`src/rtl/alu_pkg.sv`:
```
// Shared ALU control encodings and the scheduler FSM state type.
package alu_pkg;
  localparam logic [3:0] ALU_AND    = 4'b0000;
  localparam logic [3:0] ALU_OR     = 4'b0001;
  localparam logic [3:0] ALU_ADD    = 4'b0010;
  localparam logic [3:0] ALU_SLL    = 4'b0011;
  localparam logic [3:0] ALU_SLT    = 4'b0100;
  localparam logic [3:0] ALU_SLTU   = 4'b0101;
  localparam logic [3:0] ALU_SUB    = 4'b0110;
  localparam logic [3:0] ALU_XOR    = 4'b0111;
  localparam logic [3:0] ALU_ADDI12 = 4'b1000;
  localparam logic [3:0] ALU_MUL    = 4'b1001;
  localparam logic [3:0] ALU_EQ     = 4'b1110;

  typedef enum logic [1:0] {IDLE, EXEC, RESP} state_t;
endpackage

```
`src/rtl/alu_scheduler_rr_arbiter2.sv`:
```
// Two-way round-robin arbiter: one-hot grant, ties go to the requester that was not served last.
module rr_arbiter2 (
  input  logic       en,
  input  logic [1:0] req_valid,
  input  logic       last,
  output logic [1:0] grant
);
  always_comb begin
    grant = 2'b00;
    if (en) begin
      if (req_valid == 2'b11) grant = last ? 2'b01 : 2'b10;
      else                    grant = req_valid;
    end
  end
endmodule

```
`src/rtl/alu_scheduler.sv`:
```
// Shares one single-cycle ALU between two requesters; MUL holds the ALU for MulCycles cycles.
module alu_scheduler
  import alu_pkg::*;
#(
  parameter int Width     = 32,
  parameter int MulCycles = 3
) (
  input  logic             clk,
  input  logic             rst_n,
  input  logic [1:0]       req_valid,
  output logic [1:0]       req_ready,
  input  logic [3:0]       req_control0,
  input  logic [3:0]       req_control1,
  input  logic [Width-1:0] req_op1_0,
  input  logic [Width-1:0] req_op2_0,
  input  logic [Width-1:0] req_op1_1,
  input  logic [Width-1:0] req_op2_1,
  output logic [1:0]       rsp_valid,
  input  logic [1:0]       rsp_ready,
  output logic [Width-1:0] rsp_result,
  output logic             rsp_zero,
  output logic [3:0]       alu_control,
  output logic [Width-1:0] alu_operand1,
  output logic [Width-1:0] alu_operand2,
  input  logic [Width-1:0] alu_result,
  input  logic             alu_zero
);
  state_t           state, state_nx;
  logic             last, owner;
  logic [3:0]       cnt;
  logic [3:0]       ctl_q;
  logic [Width-1:0] op1_q, op2_q, res_q;
  logic             zero_q;
  logic [3:0]       sel_ctl;
  logic [Width-1:0] sel_op1, sel_op2;

  // rst_n gate keeps req_ready low for the whole reset window
  rr_arbiter2 u_arb (
    .en       (state == IDLE && rst_n),
    .req_valid(req_valid),
    .last     (last),
    .grant    (req_ready)
  );

  assign sel_ctl = req_ready[1] ? req_control1 : req_control0;
  assign sel_op1 = req_ready[1] ? req_op1_1    : req_op1_0;
  assign sel_op2 = req_ready[1] ? req_op2_1    : req_op2_0;

  always_comb begin
    state_nx = state;
    case (state)
      IDLE:    if (|req_ready) state_nx = EXEC;
      EXEC:    if (cnt == 4'd0) state_nx = RESP;
      RESP:    if (rsp_ready[owner]) state_nx = IDLE;
      default: state_nx = IDLE;
    endcase
  end

  always_ff @(posedge clk) begin
    if (!rst_n) begin
      state  <= IDLE;
      last   <= 1'b1;
      owner  <= 1'b0;
      cnt    <= 4'd0;
      ctl_q  <= 4'd0;
      op1_q  <= '0;
      op2_q  <= '0;
      res_q  <= '0;
      zero_q <= 1'b0;
    end else begin
      state <= state_nx;
      case (state)
        IDLE: if (|req_ready) begin
          owner <= req_ready[1];
          ctl_q <= sel_ctl;
          op1_q <= sel_op1;
          op2_q <= sel_op2;
          cnt   <= (sel_ctl == ALU_MUL) ? 4'(MulCycles - 1) : 4'd0;
        end
        EXEC: if (cnt == 4'd0) begin
          res_q  <= alu_result;
          zero_q <= alu_zero;
          // drop the control code once sampled so MUL is presented only for its hold window
          ctl_q  <= 4'd0;
        end else begin
          cnt <= cnt - 4'd1;
        end
        RESP: if (rsp_ready[owner]) last <= owner;
        default: ;
      endcase
    end
  end

  assign rsp_valid    = (state == RESP) ? (owner ? 2'b10 : 2'b01) : 2'b00;
  assign rsp_result   = res_q;
  assign rsp_zero     = zero_q;
  assign alu_control  = ctl_q;
  assign alu_operand1 = op1_q;
  assign alu_operand2 = op2_q;
endmodule
```
`config.mk`:
```
export PLATFORM = sky130hd
export DESIGN_NAME = alu_scheduler
export DESIGN_NICKNAME = d
export VERILOG_FILES = /design/src/rtl/alu_pkg.sv /design/src/rtl/alu_scheduler_rr_arbiter2.sv /design/src/rtl/alu_scheduler.sv
export SDC_FILE = /design/constraint.sdc
export NUM_CORES = 1
export LEC_CHECK = 0
export CORE_MARGIN = 4
export CORE_UTILIZATION = 34
export CTS_CLUSTER_DIAMETER = 150
export DETAILED_ROUTE_END_ITERATION = 8
export HOLD_SLACK_MARGIN = 0.03
export MAX_ROUTING_LAYER = met4
export PLACE_DENSITY = 0.76
export REMOVE_ABC_BUFFERS = 1
export SKIP_CTS_REPAIR_TIMING = 1
export SLEW_MARGIN = 10
export SYNTH_ARGS = -nofsm -noshare
export SYNTH_HDL_FRONTEND = slang
export SYNTH_HIERARCHICAL = 1
export SYNTH_SLANG_ARGS = --single-unit
```
`constraint.sdc`:
```
create_clock -name clk -period 2.1 [get_ports clk]
set_input_delay 0.21 -clock clk [delete_from_list [all_inputs] [get_ports clk]]
set_output_delay 0.21 -clock clk [all_outputs]
set_load 0.01 [all_outputs]
```
=== After elaboration in Yosys (flattened, before gate mapping) ===
Cells that the tools add are included.

* Register bits: 109
* Input port bits: 175
* Logic and storage cells: 51
* Output and inout port bits: 105

* Equality and inequality tests: 8
* Add/sub/neg operators: 1
* Reductions and logical operators: 11
* Order comparisons: 1
* Multiplexer cells: 21

{| class="wikitable"
|+ Operators with widths
! operator !! number
|-
| $mux 32 || 2
|-
| $mux 4 || 5
|-
| $mux 2 || 9
|-
| $pmux 4 s2 || 2
|-
| $reduce_and 3->1 || 3
|-
| $ne 2x2->1 const B || 3
|-
| $pmux 2 s3 || 1
|-
| $reduce_and 2->1 || 3
|-
| $eq 2x2->1 const B || 2
|-
| $eq 4x4->1 const B || 1
|-
| $logic_not 4->1 || 1
|-
| $sub 4x1->4 const B || 1
|-
| $eq 2x1->1 const B || 1
|-
| $logic_not 2->1 || 1
|-
| $lt 1x2->1 const B || 1
|-
| $mux 1 || 2
|-
| $ne 2x1->1 const B || 1
|-
| $reduce_bool 2->1 || 1
|-
| $reduce_or 2->1 || 1
|-
| $logic_and 1x1->1 || 1
|}

=== Depth between registers and ports, before layout ===
Gate-level depths: netlist of the first run.

* Depth in word-level cells: 8
* Gate-level depth with buffers: 13
* Depth with buffers taken out: 8

=== Modules after synthesis ===
The synthesis of the first run kept the hierarchy.

{| class="wikitable"
|+ Modules (own cells, without submodules)
! module !! times used !! cells an instance !! seq. area each (um^2) !! area an instance (um^2)
|-
| alu_scheduler || 1 || 507 || 2182.1 || 4774.6
|-
| rr_arbiter2 || 1 || 5 || 0.0 || 21.3
|}

=== Worst setup path after synthesis of the first run ===
Ideal clock, no wire load.

* Path type: register to register
* Start: register state[1]
* End: register op2_q[10], in the netlist alu_operand2[10]
* Path slack: -86 ps
* Cell stages (with the launch flop): 11
* Period minus slack after synthesis: 2186 ps
* Buffers on the path: 4
* Setup time: 146 ps
* Required time: 1954 ps
* Arrival time: 2040 ps
* Path through: dfxtp_1 -> or2_1 -> buf_2 -> nor2_1 -> nand2_1 -> a21oi_1 -> buf_4 -> buf_6 -> buf_2 -> mux2i_1 -> a211oi_2

* Cells in the longest elaborated chain, start to end: 5
* Elaborated cells between the ends (all ways): 6
* Classes of those cells: mux (2); reduce/logical (4)

{| class="wikitable"
|+ RTL lines
! what !! line !! source
|-
| from (decl) || alu_scheduler.sv:28 || <nowiki>state_t state, state_nx;</nowiki>
|-
| from (signal assigned) || alu_scheduler.sv:71 || <nowiki>state <= state_nx;</nowiki>
|-
| $logic_not 2->1 * || alu_scheduler.sv:39 || <nowiki>.en (state == IDLE && rst_n),</nowiki>
|-
| $logic_and 1x1->1 * || alu_scheduler.sv:39 ||
|-
| $mux 2 * || alu_scheduler_rr_arbiter2.sv:10 || <nowiki>if (en) begin</nowiki>
|-
| named net req_ready[1] || alu_scheduler.sv:11 || <nowiki>output logic [1:0] req_ready,</nowiki>
|-
| $reduce_or 2->1 || alu_scheduler.sv:73 || <nowiki>IDLE: if (|req_ready) begin</nowiki>
|-
| $reduce_and 2->1 (no source line) || -- ||
|-
| to (signal assigned) || alu_scheduler.sv:77 || <nowiki>op2_q <= sel_op2;</nowiki>
|-
| to (decl) || alu_scheduler.sv:32 || <nowiki>logic [Width-1:0] op1_q, op2_q, res_q;</nowiki>
|}

The timed path passes the listed nets; every way through them passes the cells marked *.
A chain may end at the register's enable or synchronous reset.

=== Final worst setup path of the first run ===
* Start: register state[1]
* End: register op1_q[5], in the netlist alu_operand1[5]

* Cells in the longest elaborated chain, start to end: 5
* Elaborated cells between the ends (all ways): 6
* Classes of those cells: mux (2); reduce/logical (4)

{| class="wikitable"
|+ RTL lines
! what !! line !! source
|-
| $logic_not 2->1 * || alu_scheduler.sv:39, alu_scheduler.sv:72 ||
|-
| $logic_and 1x1->1 || alu_scheduler.sv:39 ||
|-
| $mux 2 || alu_scheduler_rr_arbiter2.sv:10 ||
|-
| $reduce_or 2->1 || alu_scheduler.sv:73 ||
|-
| $reduce_and 2->1 (no source line) || -- ||
|-
| to (signal assigned) || alu_scheduler.sv:76 || <nowiki>op1_q <= sel_op1;</nowiki>
|-
| to (decl) || alu_scheduler.sv:32 ||
|}

Every way passes the cells marked *; elsewhere a longest branch is shown, timed or not.

==> impl_metrics.py, run 1 <==
metrics = {
    "synthesis": {
        "synthCells": 512,
        "synth-edff-count": 0,
        "synth-main-ff-cell": "dfxtp_1",
        "yosysWarningCount": 6,
        "synth.distinct_cells": 36,
        "syn-mean-instance-area_um2": 9.37,
        "ys_seq_area_share_pct": 45.5,
        "synthArstFlopShare_pct": 0,
        "syn_area_um2": 4800,
        "ys_seq_elements": 109,
    },
    "power_and_ir_drop": {
        "p_seq_share_pct": 38.9,
        "switchingPower_w": 0.00189,
        "swShare_pct": 29.5,
        "p_leak_nw": 2.90,
        "peakVddDrop_mv": 0.454,
        "p_per_area_nw_per_um2": 767,
        "total_power_w": 0.00640,
        "p_comb_share_pct": 34.3,
        "p_int_w": 0.00451,
        "clock_power_share_pct": 26.9,
    },
    "floorplan": {
        "die_h_um": 127,
        "initial_utilization_pct": 34.7,
        "core.rowCount": 43,
        "coreArea_um2": 13800,
        "die_x_um": 127,
        "die_area_um2": 16100,
        "ios": 280,
    },
    "setup_path": {
        "worst-endpoint-arrival_ns": 2.21,
        "endpoint_kind": "flop",
        "worst-setup-path-type": "reg2reg",
        "startpoint_type": "flop",
        "cp_max_fo": 27,
        "worstPathRequired_ns": 2.35,
    },
    "job": {
        "cap_violations": 0,
    },
    "final_layout": {
        "nets": 964,
        "drive_above_1_share_pct": 13.7,
        "syn_to_final_growth_pct": 73.9,
        "layoutNonFillerInstCount": 973,
        "layout_common_cells": "277 x clkdlybuf4s50_1, 107 x dfxtp_1, 74 x nand2_1",
        "antenna_cells": 0,
        "final_common_cell": "clkdlybuf4s50_1",
    },
    "timing": {
        "finClkSkew_ns": 0.00363,
        "min_period_over_period_pct": 93.2,
        "rsz0062_at_grt": "no",
        "slew_headroom_pct": 46.3,
        "hold_viol": 0,
        "drv_slew": 0,
        "whs_ns": 0.408,
        "setup_viol": 0,
        "worstMarginPinSlew_ns": 0.806,
        "fmax_mhz": 511,
        "min_period_ns": 1.96,
    },
    "clock_network": {
        "cts_inserted_buffers": 9,
        "ctsRootBufferMaster": "clkbuf_16",
        "clkSinkCount": 109,
        "clk_pin_slew_worst_paths_ns": 0.07,
        "h-tree-depth": 3,
        "worstSkewPairLatency_ns": 0.35,
        "cts_tree": "done",
        "cts_buffer_depth": 2,
    },
    "grt": {
        "track_usage_pct": 18.7,
        "grt_max_degree": 58,
        "antenna_found_initial": 0,
        "grt.overflow.total": 0,
        "grt_pass1_wl_um": 23700,
        "grt_pass1_vias": 4805,
    },
    "placement": {
        "dp.cells": 950,
        "gp_congestion": 0.903,
        "dp_hpwl_um": 12000,
        "portBuffers": 279,
    },
    "route": {
        "dr.first_iter.drc_count": 196,
        "vias_per_cell": 4.89,
        "wire_per_inst_um": 16.3,
        "drc_errors": 0,
        "vias": 4754,
        "antenna_left": 0,
        "dr.pass1.iters": 5,
        "totalWireLength_um": 15800,
    },
    "run_status": {
        "outcome": "complete, no violations",
    },
    "hold_path": {
        "hold_class": "in2reg",
    },
}
registers in the layout, summed over array words and instances, names as in the netlist:
name / cells
alu_operand1: 32
alu_operand2: 32
rsp_result: 32
alu_control: 4
cnt: 4
state: 2
last: 1
owner: 1
rsp_zero: 1
worst paths after layout:
| check | from | end | slack (ns) | cells past startpoint |
|---|---|---|---|---|
| min reg2reg | rsp_result[31] | rsp_result[31] | 0.46 | 2 |
| max reg2reg | state[1] | alu_operand1[5] | 0.14 | 11 |
| max | state[1] | alu_operand1[5] | 0.14 | 11 |
| min | alu_result[10] | rsp_result[10] | 0.41 | 3 |
critical path: stages (launching register included):
cell,delay (ns)
dfxtp_2,0.34
or2_4,0.26
nor2_2,0.11
nand2_2,0.08
a21oi_4,0.15
buf_4,0.16
nor2_4,0.05
nor2_8,0.09
buf_12,0.15
buf_16,0.18
nor2_1,0.06
a211oi_1,0.21
synthesized netlist by cell type, drive strengths merged, types with 2 or more instances:
master | instances | area, um2
a21oi | 44 | 220
nand2b | 2 | 12.5
inv | 4 | 15.0
dfxtp | 109 | 2180
mux2i | 66 | 661
nand3 | 5 | 25.0
buf | 31 | 199
nor2b | 3 | 18.8
nor2 | 74 | 327
o21ai | 4 | 20.0
and2 | 2 | 12.5
a211oi | 65 | 638
nand2 | 75 | 282
mux2 | 3 | 33.8
nor3 | 3 | 26.3
o21a | 2 | 15.0
clkbuf | 11 | 41.3
metrics by stage:
stage / setup TNS, ns / instance area, um2 / utilization [%] / setup WS [ns]
3_5_place_dp: -3.62 / 7830 / 56.6 / -0.149
3_3_place_gp: -0.993 / 7830 / 56.6 / -0.0763
2_1_floorplan: -425.42 / 4560 / - / -5.80
4_1_cts: -0.558 / 8130 / 58.8 / -0.286
5_1_grt: 0 / 8340 / 60.3 / 0.00901
6_report: 0 / 8340 / 60.3 / 0.142
final cells by class:
class | instances | area, um2
well taps | 180 | 225
fillers | 1163 | 5490
clock buffers | 10 | 239
inverters | 4 | 17.5
repair buffers | 307 | 3180
flip-flops and latches | 109 | 2180
multi-input cells | 357 | 2430
clock inverters | 6 | 62.6
layer usage:
layer,wire length (um),GRT usage (%)
met5,0,-
met4,426,7.44
met3,903,3.45
met2,8120,33.5
met1,6360,20.5
power by group through the flow:
| stage | combinational [W] | sequential [W] | clock [W] |
|---|---|---|---|
| finish | 0.00219 | 0.00249 | 0.00172 |
| global route | 0.00236 | 0.00252 | 0.00184 |
| CTS | 0.00207 | 0.00249 | 0.00175 |
| detailed placement | 0.00206 | 0.00253 | 0 |
| global placement | 0.00202 | 0.00252 | 0 |
| floorplan | 0.000847 | 0.00263 | 0 |
cells by family after synthesis:
group | share of synthesized area, %
AO/OA/AOI/OAI | 19.2
adder cells (fa/ha/maj) | 0.261
buffers and inverters | 5.32
flip-flops | 45.5
multiplexers | 14.5
AND/OR/NAND/NOR | 15.2
No activity file was read; power rests on OpenSTA's default activity.
==> run 2: changes to the inputs <==
- ABC_AREA: not set -> 1
==> run 2 against run 1 <==
Against the previous run: global-route usage increased by 0.41 points; clock-buffer cell count increased by 2; power increased by 6.0%; clock power increased by 7%; clock skew increased by 0.0012 ns; via count increased by 13%; sequential power increased by 4%; critical path type is now reg2out; highest routed layer unchanged.
==> impl_metrics.py, run 2 <==
metrics = {
    "final_layout": {
        "layout_common_cells": "276 x clkdlybuf4s50_1, 224 x nand2_1, 211 x nor2_1",
        "antenna_cells": 0,
        "stdcell_area_um2": 8190,
        "seq_area_um2": 2180,
        "final_common_cell": "clkdlybuf4s50_1",
        "syn_to_final_growth_pct": 70.2,
        "drive_above_1_share_pct": 5.65,
        "multi_input_area_um2": 2370,
        "fillCellCount": 1301,
        "nets": 1179,
        "fin_util_pct": 59.0,
    },
    "synthesis": {
        "syn_area_um2": 4810,
        "synth-main-ff-cell": "dfxtp_1",
        "synthArstFlopShare_pct": 0,
        "syn-mean-instance-area_um2": 6.53,
        "yosysTopAreaCellShare_pct": 45.4,
        "ys_seq_elements": 109,
        "synth_most_common_cell": "nand2_1",
        "synthCells": 736,
        "synth_area_leader_cell": "dfxtp_1",
        "yosysWarningCount": 6,
        "synth-edff-count": 0,
        "synth_common_cells": "224 x nand2_1, 212 x nor2_1, 109 x dfxtp_1, 79 x o21ai_0, 24 x clkbuf_1",
        "yosys-top-cells-area": "dfxtp_1 45%, nand2_1 17%, nor2_1 17%",
        "synth.distinct_cells": 24,
        "ys_seq_area_share_pct": 45.4,
    },
    "timing": {
        "rsz0062_at_grt": "no",
        "slew_headroom_pct": 39.0,
        "finClkSkew_ns": 0.00483,
        "setup_viol": 0,
        "drv_slew": 0,
        "min_period_over_period_pct": 93.1,
        "worstMarginPinSlew_ns": 0.915,
        "hold_viol": 0,
        "fmax_mhz": 511,
        "min_period_ns": 1.96,
    },
    "setup_path": {
        "crit_top_cell": "nor2_1",
        "slowest_stage": "clkdlybuf4s50_1",
        "startpoint_type": "flop",
        "worst-setup-path-type": "reg2out",
        "worstPathRequired_ns": 1.89,
        "worst-endpoint-arrival_ns": 1.75,
        "crit_path_max_incr_delay_ns": 0.55,
        "endpoint_kind": "primary output",
        "cp_max_fo": 3,
        "critical_path.cell_chain": "inv_2, nor2_1, inv_1, nor2_1, clkdlybuf4s50_1",
    },
    "job": {
        "cap_violations": 0,
    },
    "placement": {
        "dpl_cell_area_um2": 7780,
        "portBuffers": 279,
        "dp_hpwl_um": 11900,
        "gp_congestion": 0.812,
    },
    "route": {
        "wire_per_inst_um": 13.4,
        "vias": 5380,
        "vias_per_cell": 4.53,
        "totalWireLength_um": 15900,
        "drc_errors": 0,
        "dr.first_iter.drc_count": 155,
        "dr.pass1.iters": 4,
        "antenna_left": 0,
    },
    "clock_network": {
        "cts_inserted_buffers": 9,
        "cts_tree": "done",
        "cts_buffer_depth": 2,
        "worstSkewPairLatency_ns": 0.34,
        "h-tree-depth": 3,
        "clkSinkCount": 109,
        "ctsRootBufferMaster": "clkbuf_16",
        "clk_pin_slew_worst_paths_ns": 0.07,
    },
    "grt": {
        "grt_pass1_vias": 4926,
        "grt_pass1_wl_um": 24100,
        "antenna_found_initial": 0,
        "grt_max_degree": 103,
        "track_usage_pct": 19.1,
        "grt.overflow.total": 0,
    },
    "floorplan": {
        "die_x_um": 127,
        "coreArea_um2": 13900,
        "ios": 280,
        "die_h_um": 127,
        "initial_utilization_pct": 34.6,
        "die_area_um2": 16100,
        "core.rowCount": 43,
    },
    "hold_path": {
        "hold_class": "in2reg",
    },
    "power_and_ir_drop": {
        "peakVddDrop_mv": 0.394,
        "p_leak_nw": 3.47,
        "p_per_area_nw_per_um2": 829,
    },
    "run_status": {
        "outcome": "complete, no violations",
    },
}
## run 2: cell count changes after synthesis, moves of 22 or more
cell      delta
nand2_1    +149
mux2i_1     -66
nor2_1     +150
o21ai_1     +22
a211oi_2    -30
a21oi_1     -36
o21ai_0     +75
a211oi_1    -35
## run 2: report_power, final
part           internal [W]  leakage [nW]  total, W  switching [W]
Combinational       0.00125          2.41   0.00236        0.00110
Clock               0.00111         0.163   0.00184       0.000734
Sequential          0.00241         0.895   0.00259       0.000175
Total               0.00477          3.47   0.00678        0.00201
## run 2: path summary, 6_finish.rpt
| path | from | end | slack, ns | cells past startpoint |
|---|---|---|---|---|
| worst max-delay path | state[1] | rsp_valid[1] | 0.14 | 5 |
| worst min register to register | alu_control[0] | alu_control[0] | 0.46 | 2 |
| worst min-delay path | rst_n | owner | 0.27 | 5 |
| worst max register to register | state[1] | alu_operand2[5] | 0.18 | 12 |
## run 2: worst max-delay path, delay by kind of cell (launching register included)
kind	cells	cell delay (ns)
flip-flops	1	0.40
buffers and inverters	3	0.69
AND/OR/NAND/NOR	2	0.31
## run 2: area by class of cell
type | instances | share of cell area [%]
clock buffers | 12 | 3.13
inverters | 15 | 0.718
multi-input cells | 566 | 28.9
clock inverters | 4 | 0.856
flip-flops and latches | 109 | 26.7
repair buffers | 302 | 37.0
well taps | 180 | 2.75
## run 2: stage by stage
step | power (W) | worst slack (ns) | instances | hold slack, ns | setup TNS, ns
6_report | 0.00678 | 0.144 | 1188 | 0.268 | 0
5_1_grt | 0.00721 | 0.0203 | 1188 | 0.285 | 0
4_1_cts | 0.00683 | -0.371 | 1184 | 0.252 | -0.648
3_5_place_dp | 0.00497 | 0.0270 | 1168 | 0.458 | 0
3_3_place_gp | 0.00493 | 0.102 | 1168 | 0.449 | 0
2_1_floorplan | 0.00363 | -3.31 | 690 | 0.309 | -239.00
## run 2: kinds of logic (layout without fill, tap and decap cells)
family	Yosys count	after routing	synth area share, %
adder cells (fa/ha/maj)	1	1	0.260
buffers and inverters	61	333	6.11
XOR/XNOR	1	1	0.182
AO/OA/AOI/OAI	112	112	11.8
flip-flops	109	109	45.4
AND/OR/NAND/NOR	452	452	36.2
## run 2: layer usage
metal | track usage (%) | routed length, um | vias to the layer above
met5 | - | 0 | -
met4 | 6.25 | 291 | 0
met3 | 6.36 | 1470 | 20
met2 | 32.0 | 7530 | 211
met1 | 21.6 | 6580 | 2332
li1 | - | - | 2817
